File: config.mk
export PLATFORM = sky130hd
export DESIGN_NAME = noc_axi_req_scheduler_flat
export DESIGN_NICKNAME = d
export VERILOG_FILES = /design/src/rtl/noc_axi_req_scheduler_if.sv /design/src/rtl/noc_axi_req_scheduler.sv /design/src/flat_wrapper.sv
export SDC_FILE = /design/constraint.sdc
export NUM_CORES = 1
export LEC_CHECK = 0
export ABC_AREA = 1
export CAP_MARGIN = 30
export CORE_MARGIN = 3
export CORE_UTILIZATION = 53
export DETAILED_ROUTE_END_ITERATION = 8
export PLACE_DENSITY = 0.88
export SYNTH_ARGS = -nofsm -noshare
export SYNTH_HDL_FRONTEND = slang
export SYNTH_SLANG_ARGS = --single-unit
File: constraint.sdc
create_clock -name clk -period 5.6 [get_ports clk]
set_clock_uncertainty 0.2 [all_clocks]
set_input_delay 1.4 -clock clk [delete_from_list [all_inputs] [get_ports clk]]
set_output_delay 1.4 -clock clk [all_outputs]
set_load 0.01 [all_outputs]
File: src/rtl/noc_axi_req_scheduler_if.sv
// Bundled AR/AW request, per-beat command, type-FIFO and credit signals of the
// NoC request scheduler. The slave modport is the scheduler's view.
interface noc_axi_req_scheduler_if #(
    parameter int AXI_ADDR_WIDTH = 64
);
    logic                      s_axi_arvalid;
    logic                      s_axi_arready;
    logic [AXI_ADDR_WIDTH-1:0] s_axi_araddr;
    logic [7:0]                s_axi_arlen;
    logic                      s_axi_awvalid;
    logic                      s_axi_awready;
    logic [AXI_ADDR_WIDTH-1:0] s_axi_awaddr;
    logic [7:0]                s_axi_awlen;
    logic                      cmd_valid;
    logic                      cmd_ready;
    logic                      cmd_write;
    logic [AXI_ADDR_WIDTH-1:0] cmd_addr;
    logic                      cmd_last;
    logic                      type_wr;
    logic [5:0]                type_wr_data;
    logic                      l2_request_ack;
    logic                      previous_trans_complete;
    logic                      busy;

    modport slave (
        input  s_axi_arvalid, s_axi_araddr, s_axi_arlen,
        input  s_axi_awvalid, s_axi_awaddr, s_axi_awlen,
        input  cmd_ready, l2_request_ack, previous_trans_complete,
        output s_axi_arready, s_axi_awready,
        output cmd_valid, cmd_write, cmd_addr, cmd_last,
        output type_wr, type_wr_data, busy
    );

    modport master (
        output s_axi_arvalid, s_axi_araddr, s_axi_arlen,
        output s_axi_awvalid, s_axi_awaddr, s_axi_awlen,
        output cmd_ready, l2_request_ack, previous_trans_complete,
        input  s_axi_arready, s_axi_awready,
        input  cmd_valid, cmd_write, cmd_addr, cmd_last,
        input  type_wr, type_wr_data, busy
    );
endinterface

File: src/rtl/noc_axi_req_scheduler.sv
// Splits AXI AR/AW bursts into per-beat NoC request commands, pushes one type
// entry per beat, and throttles issue with L2 data-ack credits.
module noc_axi_req_scheduler #(
    parameter int AXI_ADDR_WIDTH  = 64,
    parameter int AXI_DATA_WIDTH  = 64,
    parameter int MAX_OUTSTANDING = 8
) (
    input  logic                             clk,
    input  logic                             rst_n,
    noc_axi_req_scheduler_if.slave           bus
);

    typedef enum logic [1:0] {
        ST_IDLE  = 2'd0,
        ST_DRAIN = 2'd1,
        ST_ISSUE = 2'd2
    } state_t;

    localparam int              STRIDE_SHIFT = (AXI_DATA_WIDTH == 128) ? 4 : 3;
    localparam logic [4:0]      MAX_OUT      = 5'(MAX_OUTSTANDING);

    state_t                    state_r;
    state_t                    state_s;
    logic                      en_r;
    logic                      last_dir_r;
    logic                      dir_r;
    logic [AXI_ADDR_WIDTH-1:0] start_addr_r;
    logic [7:0]                len_r;
    logic [7:0]                beat_r;
    logic [4:0]                outstanding_r;
    logic                      hold_r;

    logic                      cand_valid_s;
    logic                      cand_write_s;
    logic                      drained_s;
    logic                      need_drain_s;
    logic                      grant_s;
    logic                      issue_s;
    logic                      cmd_valid_s;
    logic                      fire_s;
    logic                      last_beat_s;
    logic                      ack_s;
    logic [AXI_ADDR_WIDTH-1:0] beat_addr_s;

    // Type entry: [5] store-last, [4] load-last, [3] 128-bit beat,
    // [2] upper 64-bit half for 64-bit beats, [1:0] 1=load / 2=store.
    function automatic logic [5:0] type_entry(input logic is_write,
                                              input logic is_last,
                                              input logic addr_bit3);
        logic [5:0] e;
        e[5]   = is_write & is_last;
        e[4]   = ~is_write & is_last;
        e[3]   = (AXI_DATA_WIDTH == 128) ? 1'b1 : 1'b0;
        e[2]   = (AXI_DATA_WIDTH == 64) ? addr_bit3 : 1'b0;
        e[1:0] = is_write ? 2'd2 : 2'd1;
        return e;
    endfunction

    function automatic logic [AXI_ADDR_WIDTH-1:0] beat_address(
        input logic [AXI_ADDR_WIDTH-1:0] base,
        input logic [7:0]                beat);
        return base + (AXI_ADDR_WIDTH'(beat) << STRIDE_SHIFT);
    endfunction

    // Arbitration: round-robin on contention, drain before a direction change.
    always_comb begin
        cand_valid_s = bus.s_axi_arvalid | bus.s_axi_awvalid;
        if (bus.s_axi_arvalid && bus.s_axi_awvalid) begin
            cand_write_s = ~last_dir_r;
        end else if (bus.s_axi_awvalid) begin
            cand_write_s = 1'b1;
        end else begin
            cand_write_s = 1'b0;
        end
        drained_s    = (outstanding_r == 5'd0) && bus.previous_trans_complete;
        need_drain_s = cand_valid_s && (cand_write_s != last_dir_r) && !drained_s;
        grant_s      = en_r && (state_r == ST_IDLE) && cand_valid_s && !need_drain_s;
    end

    // Per-beat command datapath and credit gating.
    always_comb begin
        issue_s     = (state_r == ST_ISSUE);
        cmd_valid_s = issue_s && ((outstanding_r < MAX_OUT) || hold_r);
        fire_s      = cmd_valid_s && bus.cmd_ready;
        last_beat_s = (beat_r == len_r);
        ack_s       = bus.l2_request_ack && (outstanding_r != 5'd0);
        beat_addr_s = beat_address(start_addr_r, beat_r);
    end

    // Next-state logic.
    always_comb begin
        state_s = state_r;
        case (state_r)
            ST_IDLE: begin
                if (grant_s) begin
                    state_s = ST_ISSUE;
                end else if (en_r && need_drain_s) begin
                    state_s = ST_DRAIN;
                end else begin
                    state_s = ST_IDLE;
                end
            end
            ST_DRAIN: begin
                if (drained_s) begin
                    state_s = ST_IDLE;
                end else begin
                    state_s = ST_DRAIN;
                end
            end
            ST_ISSUE: begin
                if (fire_s && last_beat_s) begin
                    state_s = ST_IDLE;
                end else begin
                    state_s = ST_ISSUE;
                end
            end
            default: state_s = ST_IDLE;
        endcase
    end

    // State register; en_r keeps the ready outputs low until the first edge after reset.
    always_ff @(posedge clk or negedge rst_n) begin
        if (!rst_n) begin
            state_r <= ST_IDLE;
            en_r    <= 1'b0;
        end else begin
            state_r <= state_s;
            en_r    <= 1'b1;
        end
    end

    // Burst capture and beat counter.
    always_ff @(posedge clk or negedge rst_n) begin
        if (!rst_n) begin
            last_dir_r   <= 1'b0;
            dir_r        <= 1'b0;
            start_addr_r <= '0;
            len_r        <= 8'd0;
            beat_r       <= 8'd0;
        end else if (grant_s) begin
            last_dir_r   <= cand_write_s;
            dir_r        <= cand_write_s;
            start_addr_r <= cand_write_s ? bus.s_axi_awaddr : bus.s_axi_araddr;
            len_r        <= cand_write_s ? bus.s_axi_awlen : bus.s_axi_arlen;
            beat_r       <= 8'd0;
        end else if (fire_s) begin
            beat_r       <= beat_r + 8'd1;
        end else begin
            beat_r       <= beat_r;
        end
    end

    // Outstanding credit counter; simultaneous issue and ack cancel out.
    always_ff @(posedge clk or negedge rst_n) begin
        if (!rst_n) begin
            outstanding_r <= 5'd0;
        end else begin
            case ({fire_s, ack_s})
                2'b10:   outstanding_r <= outstanding_r + 5'd1;
                2'b01:   outstanding_r <= outstanding_r - 5'd1;
                default: outstanding_r <= outstanding_r;
            endcase
        end
    end

    // Keeps an offered command valid until accepted.
    always_ff @(posedge clk or negedge rst_n) begin
        if (!rst_n) begin
            hold_r <= 1'b0;
        end else begin
            hold_r <= cmd_valid_s && !bus.cmd_ready;
        end
    end

    assign bus.s_axi_arready = grant_s && !cand_write_s;
    assign bus.s_axi_awready = grant_s && cand_write_s;
    assign bus.cmd_valid     = cmd_valid_s;
    assign bus.cmd_write     = issue_s && dir_r;
    assign bus.cmd_addr      = issue_s ? beat_addr_s : '0;
    assign bus.cmd_last      = issue_s && last_beat_s;
    assign bus.type_wr       = fire_s;
    assign bus.type_wr_data  = fire_s ? type_entry(dir_r, last_beat_s, beat_addr_s[3]) : 6'd0;
    assign bus.busy          = (state_r != ST_IDLE) || (outstanding_r != 5'd0);

endmodule
File: src/flat_wrapper.sv
// flat-port wrapper written by rule: the top's interface ports become plain ports
module noc_axi_req_scheduler_flat 
#(
    parameter int AXI_ADDR_WIDTH  = 64,
    parameter int AXI_DATA_WIDTH  = 64,
    parameter int MAX_OUTSTANDING = 8
)
  (clk, rst_n, bus_s_axi_arvalid, bus_s_axi_araddr, bus_s_axi_arlen, bus_s_axi_awvalid, bus_s_axi_awaddr, bus_s_axi_awlen, bus_cmd_ready, bus_l2_request_ack, bus_previous_trans_complete, bus_s_axi_arready, bus_s_axi_awready, bus_cmd_valid, bus_cmd_write, bus_cmd_addr, bus_cmd_last, bus_type_wr, bus_type_wr_data, bus_busy);
  noc_axi_req_scheduler_if #(.AXI_ADDR_WIDTH(AXI_ADDR_WIDTH)) bus_i ();
  input  logic clk;
  input  logic rst_n;
  input wire logic [$bits(bus_i.s_axi_arvalid)-1:0] bus_s_axi_arvalid;
  input wire logic [$bits(bus_i.s_axi_araddr)-1:0] bus_s_axi_araddr;
  input wire logic [$bits(bus_i.s_axi_arlen)-1:0] bus_s_axi_arlen;
  input wire logic [$bits(bus_i.s_axi_awvalid)-1:0] bus_s_axi_awvalid;
  input wire logic [$bits(bus_i.s_axi_awaddr)-1:0] bus_s_axi_awaddr;
  input wire logic [$bits(bus_i.s_axi_awlen)-1:0] bus_s_axi_awlen;
  input wire logic [$bits(bus_i.cmd_ready)-1:0] bus_cmd_ready;
  input wire logic [$bits(bus_i.l2_request_ack)-1:0] bus_l2_request_ack;
  input wire logic [$bits(bus_i.previous_trans_complete)-1:0] bus_previous_trans_complete;
  output wire logic [$bits(bus_i.s_axi_arready)-1:0] bus_s_axi_arready;
  output wire logic [$bits(bus_i.s_axi_awready)-1:0] bus_s_axi_awready;
  output wire logic [$bits(bus_i.cmd_valid)-1:0] bus_cmd_valid;
  output wire logic [$bits(bus_i.cmd_write)-1:0] bus_cmd_write;
  output wire logic [$bits(bus_i.cmd_addr)-1:0] bus_cmd_addr;
  output wire logic [$bits(bus_i.cmd_last)-1:0] bus_cmd_last;
  output wire logic [$bits(bus_i.type_wr)-1:0] bus_type_wr;
  output wire logic [$bits(bus_i.type_wr_data)-1:0] bus_type_wr_data;
  output wire logic [$bits(bus_i.busy)-1:0] bus_busy;
  assign bus_i.s_axi_arvalid = bus_s_axi_arvalid;
  assign bus_i.s_axi_araddr = bus_s_axi_araddr;
  assign bus_i.s_axi_arlen = bus_s_axi_arlen;
  assign bus_i.s_axi_awvalid = bus_s_axi_awvalid;
  assign bus_i.s_axi_awaddr = bus_s_axi_awaddr;
  assign bus_i.s_axi_awlen = bus_s_axi_awlen;
  assign bus_i.cmd_ready = bus_cmd_ready;
  assign bus_i.l2_request_ack = bus_l2_request_ack;
  assign bus_i.previous_trans_complete = bus_previous_trans_complete;
  assign bus_s_axi_arready = bus_i.s_axi_arready;
  assign bus_s_axi_awready = bus_i.s_axi_awready;
  assign bus_cmd_valid = bus_i.cmd_valid;
  assign bus_cmd_write = bus_i.cmd_write;
  assign bus_cmd_addr = bus_i.cmd_addr;
  assign bus_cmd_last = bus_i.cmd_last;
  assign bus_type_wr = bus_i.type_wr;
  assign bus_type_wr_data = bus_i.type_wr_data;
  assign bus_busy = bus_i.busy;
  noc_axi_req_scheduler #(.AXI_ADDR_WIDTH(AXI_ADDR_WIDTH), .AXI_DATA_WIDTH(AXI_DATA_WIDTH), .MAX_OUTSTANDING(MAX_OUTSTANDING)) u_core (.clk(clk), .rst_n(rst_n), .bus(bus_i));
endmodule
Yosys cells after proc, flatten, opt, wreduce, memory -nomap -nowiden
Cells that the tools add are included.
W data, S select, Z words.
{ "classes": {"order_cmp": 1, "reduce_logical": 29, "eq_ne": 6, "n_addsub": 4, "bitwise": 4, "n_mux": 15} }
{ "ops": {"columns": ["operator", "count"], "rows": [
  ["$mux W64", 2],
  ["$add A64 B11 Y64", 1],
  ["$mux W8", 3],
  ["$logic_and A1 B1 Y1", 17],
  ["$pmux W5 S2", 1],
  ["$add A8 B1 Y8 const B", 1],
  ["$eq A8 B8 Y1", 1],
  ["$mux W2", 3],
  ["$mux W6", 1],
  ["$pmux W2 S3", 1],
  ["$reduce_bool A2 Y1", 3],
  ["$add A5 B1 Y5 const B", 1],
  ["$logic_not A5 Y1", 1],
  ["$lt A5 B4 Y1 const B", 1],
  ["$reduce_bool A5 Y1", 1],
  ["$sub A5 B1 Y5 const B", 1],
  ["$eq A2 B1 Y1 const B", 2],
  ["$eq A2 B2 Y1 const B", 2],
  ["$logic_not A1 Y1", 4],
  ["$mux W1", 4],
  ["$and A1 B1 Y1", 2],
  ["$logic_not A2 Y1", 1],
  ["$logic_or A1 B1 Y1", 2],
  ["$ne A1 B1 Y1", 1],
  ["2 further kinds", 2]
]} }
{ "totals": {"in_bits": 151, "ff_bits": 90} }

Logic depth before layout (Yosys ltp)
Gate-level depths: netlist of run 1.
{ "logic_depth": {"word_depth": 9, "mapped_depth": 15} }

Worst setup path after synthesis of run 1
No wires, ideal clock.
{ "synth_path": {"path_kind": "input to output", "start": "in bus_s_axi_awvalid", "end": "out bus_s_axi_arready", "required_time_ns": 4.000, "path_slack_ns": 1.901, "arrival_time_ns": 2.099, "cell_stages": 4, "cell_sequence": "o211a_1 nand2_2 clkbuf_1 nor2_1"} }
{ "synth_via": {"elab_chain_len": 8} }
{ "synth_rtl": {"columns": ["item", "line", "rtl"], "rows": [
  ["from (decl)", "flat_wrapper.sv:15", "input wire logic [$bits(bus_i.s_axi_awvalid)-1:0] bus_s_axi_awvalid;"],
  ["$mux W1 or $logic_and A1 B1 Y1 (tied branches)", "noc_axi_req_scheduler.sv:70, noc_axi_req_scheduler.sv:68", null],
  ["$mux W1", "noc_axi_req_scheduler.sv:68", "if (bus.s_axi_arvalid && bus.s_axi_awvalid) begin"],
  ["$ne A1 B1 Y1", "noc_axi_req_scheduler.sv:76", "need_drain_s = cand_valid_s && (cand_write_s != last_dir_r) && !drained_s;"],
  ["$logic_and A1 B1 Y1 (2 in series)", "noc_axi_req_scheduler.sv:76", null],
  ["$logic_not A1 Y1", "noc_axi_req_scheduler.sv:77", "grant_s = en_r && (state_r == ST_IDLE) && cand_valid_s && !need_drain_s;"],
  ["$logic_and A1 B1 Y1", "noc_axi_req_scheduler.sv:77", null],
  ["$logic_and A1 B1 Y1 (*)", "noc_axi_req_scheduler.sv:175", "assign bus.s_axi_arready = grant_s && !cand_write_s;"],
  ["to (decl)", "flat_wrapper.sv:21", "output wire logic [$bits(bus_i.s_axi_arready)-1:0] bus_s_axi_arready;"]
]} }
Every way passes the cells marked *; elsewhere a longest branch is shown, timed or not.

Worst setup path after layout of run 1
{ "layout_path": {"start": "reg u_core.beat_r[6]", "end": "out bus_cmd_addr[20]"} }
{ "layout_via": {"elab_chain_len": 2} }
{ "layout_rtl": {"columns": ["item", "line", "rtl"], "rows": [
  ["from (decl)", "noc_axi_req_scheduler.sv:29", "logic [7:0] beat_r;"],
  ["from (signal assigned)", "noc_axi_req_scheduler.sv:147", "beat_r <= beat_r + 8'd1;"],
  ["from (signal assigned)", "noc_axi_req_scheduler.sv:149", "beat_r <= beat_r;"],
  ["$add A64 B11 Y64", "noc_axi_req_scheduler.sv:62", "return base + (AXI_ADDR_WIDTH'(beat) << STRIDE_SHIFT);"],
  ["$mux W64", "noc_axi_req_scheduler.sv:179", "assign bus.cmd_addr = issue_s ? beat_addr_s : '0;"],
  ["to (decl)", "flat_wrapper.sv:25", "output wire logic [$bits(bus_i.cmd_addr)-1:0] bus_cmd_addr;"]
]} }
Every way passes these cells.

==> impl_results.md, run 1 <==
- First-pass GRT wire length: 42,200 µm
- Dpl hpwl: 21,400 µm
- Detail Route Antenna Nets: 0
- Top delay family on crit path: simple AND/OR/NAND/NOR gates
- IO Port Bufs: 226
- Fin crit share: 84.9%
- Kind of critical path: reg2out
- Worst setup EP type: primary output
- M1 GR Usage: 47.2%
- DR pass1 iterations: 6
- Final Hold Fails: 0
- Met3 Use GR: 4.51%
- CTS sink count: 90
- Hold WC Path Type: reg2reg
- Clk Latency, worst-skew pair: 0.35 ns
- Post-synth cell types: 39
- Hold-fix buffers at CTS: 0
- Total congestion overflow: 0
- Total Routing Usage GR: 33.0%
- Syn Std Cell Area: 0.00769 mm²
- Routed wire per std cell: 15.6 µm
- WHS: 0.313 ns
- Inserted Clock Buffers: 9
- # diodes: 0
- Critical Path Slowest Stage Cell: clkdlybuf4s50_1
- Crit path max fanout: 11
- Via density: 5.20
- Peak VDD IR: 0.190 mV
- RSZ-0062 raised after global routing: false
- Startpoint Class: flip-flop
- Fin nets: 1,707
- Core Util, Final: 73.5%
- Setup repair bufs after CTS: 0
- Top-area cell type share of the netlist area: 30.9%
- Largest net degree at the start of global routing: 73
- Core area: 0.0140 mm²
- Rel. slew slack: 51.2%
- Syn nets: 1,501
- Final setup viols: 0
- Detailed Route Iter0 Violations: 814
- Number of synthesized flops with an enable pin: 0
- Gp weighted congestion: 1.03
- Die width: 126 µm
- Mapped Cells: 1,335
- Final WL: 27,000 µm
- Pwr/cell area: 328 mW/mm²
- Inst Count DP: 1,710
- Vias in the first global route: 8,193
- Synth warn: 0
- Number of buffers and inverters on the critical path: 1
- CP peak stage delay: 0.61 ns
- DRC Markers: 0
- Clock root cell: clkbuf_16
- CTS max path bufs: 2
- Critical Path AT: 3.15 ns
- Share of layout cells above drive strength 1: 5.11%
- Top Ports: 228
- Layout Cells excl Fill: 1,726
- Run status: complete, no violations
- Die area: 0.0160 mm²
- GRT busiest layer: met2
- Highest clock rate: 0.210 GHz
- Final setup TNS: 0 ns
- Yosys reg bits: 90
- Initial Utilization: 54.8%
- H-tree Lvls: 3
- Main area contributors after synthesis: nand2_1 (31%), dfrtp_1 (29%), nor2_1 (8.2%), inv_1 (6.4%), o21ai_0 (3.8%)
- Area delta synth->final: 34.2%
- Synth area leader: nand2_1
- Total power: 3.39 mW
- Seq/Total Area, Yosys: 29.3%
- Mean Syn Cell Area: 5.76 µm²
- Clock-pin slew on the worst setup and hold paths: 0.06 ns
- Fin crit period: 4.75 ns
- Post-CTS sizing: 0
- CTS tree: yes
- Row cnt: 43
- CP Cell Sequence: ha_1, nand2_1, nand2_1, a21oi_2, nand3_1, nand2_2, nor2_1, nor3_1, clkdlybuf4s50_1
- Worst slew pin tran: 0.732 ns
- WP data required: 4.00 ns
- Synth Flop Type: dfrtp_1
- Fraction of registers with async set/reset: 100%
- Die Height: 126 µm
- Fin. max-slew vios: 0
- CP dominant cell by count: nand2_1
- Leakage: 5.02 nW
- Max-Cap Viols: 0
- Met2 usage: 52.9%
- Via count: 8,970
- Antenna violations before repair: 0
-- per-layer routing --
layer,up-vias,wire length [µm]
li1,4494,-
met4,0,554
met3,35,2400
met2,405,12200
met1,4036,11800
met5,-,0
-- Yosys cell counts (all sizes together) (2+ instances only) --
cell type / n
inv: 138
fa: 2
nor3b: 3
nand2: 650
clkbuf: 15
nand3b: 2
ha: 13
o21bai: 3
nand4: 13
nor3: 12
xor2: 12
a21oi: 29
nand3: 58
buf: 24
dfrtp: 90
nor2: 191
clkinv: 2
and2: 2
a31oi: 2
o21ai: 61
conb: 2
xnor2: 8
-- kinds of logic (layout without fill, tap and decap cells) --
family	count (synthesis)	in the layout	synth area share [%]
other	2	2	0.0977
XOR/XNOR	20	20	2.28
buffers and inverters	179	390	9.58
adder cells (fa/ha/maj)	15	15	2.64
AND/OR/NAND/NOR	931	931	49.4
AO/OA/AOI/OAI	98	98	6.75
flip-flops	90	90	29.3
-- where the power goes --
part	total (mW)	switching (mW)	internal, mW
registers	1.33	0.401	0.934
clock network	0.607	0.278	0.329
logic	1.45	0.883	0.562
-- layout by cell type, fill, tap and decap left out, drive strengths merged --
| cell | Yosys | final |
|---|---|---|
| nand2 | 650 | 650 |
| clkdlybuf4s50 | 0 | 225 |
| nor2 | 191 | 191 |
| inv | 138 | 140 |
| dfrtp | 90 | 90 |
| o21ai | 61 | 61 |
| nand3 | 58 | 58 |
| a21oi | 29 | 29 |
| nand4 | 13 | 13 |
| ha | 13 | 13 |
| xor2 | 12 | 12 |
| nor3 | 12 | 12 |
| clkbuf | 15 | 12 |
| buf | 24 | 9 |
| xnor2 | 8 | 8 |
| o21bai | 3 | 3 |
| nor3b | 3 | 3 |
| and2 | 2 | 2 |
| nand3b | 2 | 2 |
| a31oi | 2 | 2 |
| fa | 2 | 2 |
| conb | 2 | 2 |
| clkinvlp | 0 | 2 |
| clkinv | 2 | 2 |
| o211a | 1 | 1 |
| o211ai | 1 | 1 |
| a221oi | 1 | 1 |
-- sequential cells by signal, summed over array words and instances (netlist names) --
signal                flops
u_core.beat_r             8
u_core.en_r               1
u_core.hold_r             1
u_core.last_dir_r         1
u_core.len_r              8
u_core.outstanding_r      5
u_core.start_addr_r      64
u_core.state_r            2
-- worst paths after layout --
path | startpoint | end | slack (ns) | depth (start not counted)
max in group asynchronous | rst_n | u_core.len_r[5] | 3.37 | 2
min in group asynchronous | rst_n | u_core.start_addr_r[45] | 0.87 | 1
hold reg to reg | u_core.start_addr_r[3] | u_core.start_addr_r[3] | 0.31 | 2
setup / recovery | u_core.beat_r[6] | bus_cmd_addr[20] | 0.85 | 9
hold / removal | u_core.start_addr_r[3] | u_core.start_addr_r[3] | 0.31 | 2
setup reg to reg | u_core.state_r[0] | u_core.outstanding_r[4] | 2.49 | 12
-- area by class of cell --
type | count | area, µm²
clock inverter | 4 | 32.5
multi-input combinational | 1066 | 4700
inverter | 140 | 527
tap | 180 | 225
clock buffer | 12 | 256
fill | 1199 | 3730
sequential | 90 | 2250
timing repair buffer | 234 | 2320
-- worst reg2reg max path, stage by stage, from the launching register on --
cell and delay, ns:
dfrtp_1 0.45, nor2_4 0.14, buf_4 0.39, nand2_2 0.20, nor2_8 0.20, inv_2 0.13, ha_1 0.28, ha_1 0.33
a21oi_1 0.22, o21ai_0 0.12, nand2_1 0.07, nand3_1 0.10, xor2_1 0.15
-- metrics by stage --
stage,setup WS [ns],instance area (µm²)
floorplan,1.90,7690
global placement,0.860,10000
detailed placement,0.826,10000
CTS,0.812,10300
global route,0.698,10300
finish,0.848,10300
(Power assumes the default switching activity.)
==> inputs of run 2 (changes only) <==
--- a/config.mk
+++ b/config.mk
@@ -8,9 +8,9 @@
 export ABC_AREA = 1
 export CAP_MARGIN = 30
 export CORE_MARGIN = 3
-export CORE_UTILIZATION = 53
+export CORE_UTILIZATION = 44
 export DETAILED_ROUTE_END_ITERATION = 8
-export PLACE_DENSITY = 0.88
+export PLACE_DENSITY = 0.78
 export SYNTH_ARGS = -nofsm -noshare
 export SYNTH_HDL_FRONTEND = slang
 export SYNTH_SLANG_ARGS = --single-unit
==> constraint.sdc (replaced) <==
create_clock -name clk -period 4.1 [get_ports clk]
set_clock_uncertainty 0.2 [all_clocks]
set_input_delay 1.025 -clock clk [delete_from_list [all_inputs] [get_ports clk]]
set_output_delay 1.025 -clock clk [all_outputs]
set_load 0.01 [all_outputs]
==> impl_results.md, run 2 (same netlist as run 1, synthesis figures left out) <==
- Run status: complete, no violations
- Clock-pin slew on the worst setup and hold paths: 0.06 ns (about the same)
- Total congestion overflow: 0 (unchanged)
- Hold WC Path Type: in2async
- Commonest non-fill, non-tap cell in the layout: nand2_1
- Via density: 4.96 (-4.5%)
- # diodes: 0 (unchanged)
- Die area: 0.0191 mm² (+19%)
- DR pass1 iterations: 5 (-1)
- Gp weighted congestion: 0.945 (-8.3%)
- FF-to-FF Start: u_core.state_r[1]
- Initial Utilization: 45.7% (-9.0 points)
- Leakage: 5.29 nW (+5.3%)
- Final setup viols: 0 (unchanged)
- Via count: 8,778 (-2.1%)
- Highest clock rate: 0.251 GHz
- Dpl hpwl: 21,000 µm (-1.8%)
- Pwr/cell area: 450 mW/mm² (+37%)
- CP Cell Sequence: ha_2, fa_2, nand3_1, nand3_2, nand2_1, nand2_1, nand3_1, nand2_1, nand2_1, nand2_1, nor2_1, clkdlybuf4s50_1
- Share of layout cells above drive strength 1: 6.33% (+1.2 points)
- Top Ports: 228 (unchanged)
- Reg2reg setup slack: 0.99 ns (-1.50 ns)
- CTS sink count: 90 (unchanged)
- RSZ-0062 raised after global routing: true
- Largest registers: u_core.start_addr_r (64), u_core.beat_r (8), u_core.len_r (8)
- Core area: 0.0168 mm² (+20%)
- Critical Path Slowest Stage Cell: clkdlybuf4s50_1
- Inserted Clock Buffers: 9 (unchanged)
- Final setup TNS: 0 ns (unchanged)
- Vias in the first global route: 8,021 (-2.1%)
- CP dominant cell by count: nand2_1
- Most frequent cells in the layout: nand2_1 (628), clkdlybuf4s50_1 (213), nor2_1 (167), inv_1 (132), dfrtp_1 (90)
- Peak VDD IR: 0.210 mV (+11%)
- Die width: 138 µm (+9.3%)
- Clock root cell: clkbuf_16
- Crit path launch: u_core.beat_r[0]
- Core Util, Final: 63.0% (-11 points)
- Fin nets: 1,710 (+0.18%)
- Largest net degree at the start of global routing: 84 (+15%)
- Rel. slew slack: 49.8% (-1.4 points)
- Fin. max-slew vios: 0 (unchanged)
- Worst setup EP type: primary output
- Layout Cells excl Fill: 1,768 (+2.4%)
- Reg2Reg Depth: 13 (+1)
- WP data required: 2.87 ns (-1.13 ns)
- IO Port Bufs: 226 (unchanged)
- CP peak stage delay: 0.54 ns (-0.07 ns)
- CTS tree: yes
- Pre-CTS WS: 0.259 ns (-0.567 ns)
- Inst Count DP: 1,753 (+2.5%)
- Setup ws final: 0.114 ns (-0.734 ns)
- Antenna violations before repair: 0 (unchanged)
- Post-CTS sizing: 5 (+5)
- Max FFs per register: 64 (unchanged)
- Hold-fix buffers at CTS: 0 (unchanged)
- Row cnt: 47 (+9.3%)
- Area delta synth->final: 37.7%
- Fin crit period: 3.99 ns
- Kind of critical path: reg2out
- WHS: 0.280 ns (-0.0329 ns)
- Critical Path AT: 2.76 ns (-0.39 ns)
- FF-to-FF End: u_core.outstanding_r[4]
- DRC Markers: 0 (unchanged)
- Startpoint Class: flip-flop
- Final Hold Fails: 0 (unchanged)
- Routed wire per std cell: 15.2 µm (-2.8%)
- Multi-input logic area: 0.00484 mm² (+3.0%)
- Clk Latency, worst-skew pair: 0.35 ns (about the same)
- Crit path max fanout: 5 (-6)
- Total Routing Usage GR: 27.1% (-6.0 points)
- Worst slew pin tran: 0.753 ns (+0.0206 ns)
- FILL cells: 1,665 (+39%)
- Fin crit share: 97.2%
- CTS max path bufs: 2 (unchanged)
- Reg area: 0.00225 mm² (unchanged)
- H-tree Lvls: 3 (unchanged)
- Final WL: 26,800 µm (-0.40%)
- Die Height: 138 µm (+9.3%)
- Setup repair bufs after CTS: 0 (unchanged)
- Biggest register: u_core.start_addr_r
- Detail Route Antenna Nets: 0 (unchanged)
- Max-Cap Viols: 0 (unchanged)
- First-pass GRT wire length: 42,000 µm (-0.46%)
- Detailed Route Iter0 Violations: 685 (-16%)
-- run 2: report_power, final --
| group | internal, mW | switching [mW] | total (mW) | leakage, nW |
|---|---|---|---|---|
| clock network | 0.488 | 0.379 | 0.867 | 0.142 |
| logic | 0.827 | 1.22 | 2.05 | 4.02 |
| registers | 1.27 | 0.577 | 1.85 | 1.13 |
-- run 2: final cells by class --
| class | instances | share of cell area, % |
|---|---|---|
| Inverter | 140 | 4.98 |
| Clock buffer | 11 | 2.29 |
| Clock inverter | 4 | 0.485 |
| Sequential cell | 90 | 21.3 |
| Tap cell | 220 | 2.60 |
| Timing Repair Buffer | 237 | 22.6 |
| Multi-Input combinational cell | 1066 | 45.7 |
-- run 2: metrics by stage --
stage	area (µm²)	power, mW
floorplan	7690	2.95
global placement	10100	3.72
detailed placement	10100	3.78
CTS	10400	4.66
global route	10600	5.11
finish	10600	4.77
-- run 2: how the worst max path moves through the flow --
stage / end / slack (ns) / cells after the start
after global routing: bus_cmd_addr[41] / -0.02 / 12
final: bus_cmd_addr[41] / 0.11 / 12
after detailed placement: bus_cmd_addr[35] / 0.26 / 12
after global placement: bus_type_wr_data[4] / 0.29 / 6
after CTS: bus_cmd_addr[33] / 0.04 / 12
after floorplan: bus_cmd_addr[51] / 1.01 / 11
-- run 2: critical path, delay by kind of cell, from the launching register on --
kind | cells | cell delay [ns]
fa+ha+maj | 2 | 0.62
simple gates | 9 | 0.84
buf+inv | 1 | 0.54
flops | 1 | 0.42
-- run 2: routing by layer --
metal | vias up | track usage (%) | share of wire [%]
li1 | 4485 | - | -
met1 | 3926 | 39.1 | 46
met2 | 342 | 41.9 | 45
met3 | 25 | 5.11 | 7.8
met4 | 0 | 7.07 | 1.5
met5 | - | 0 | 0
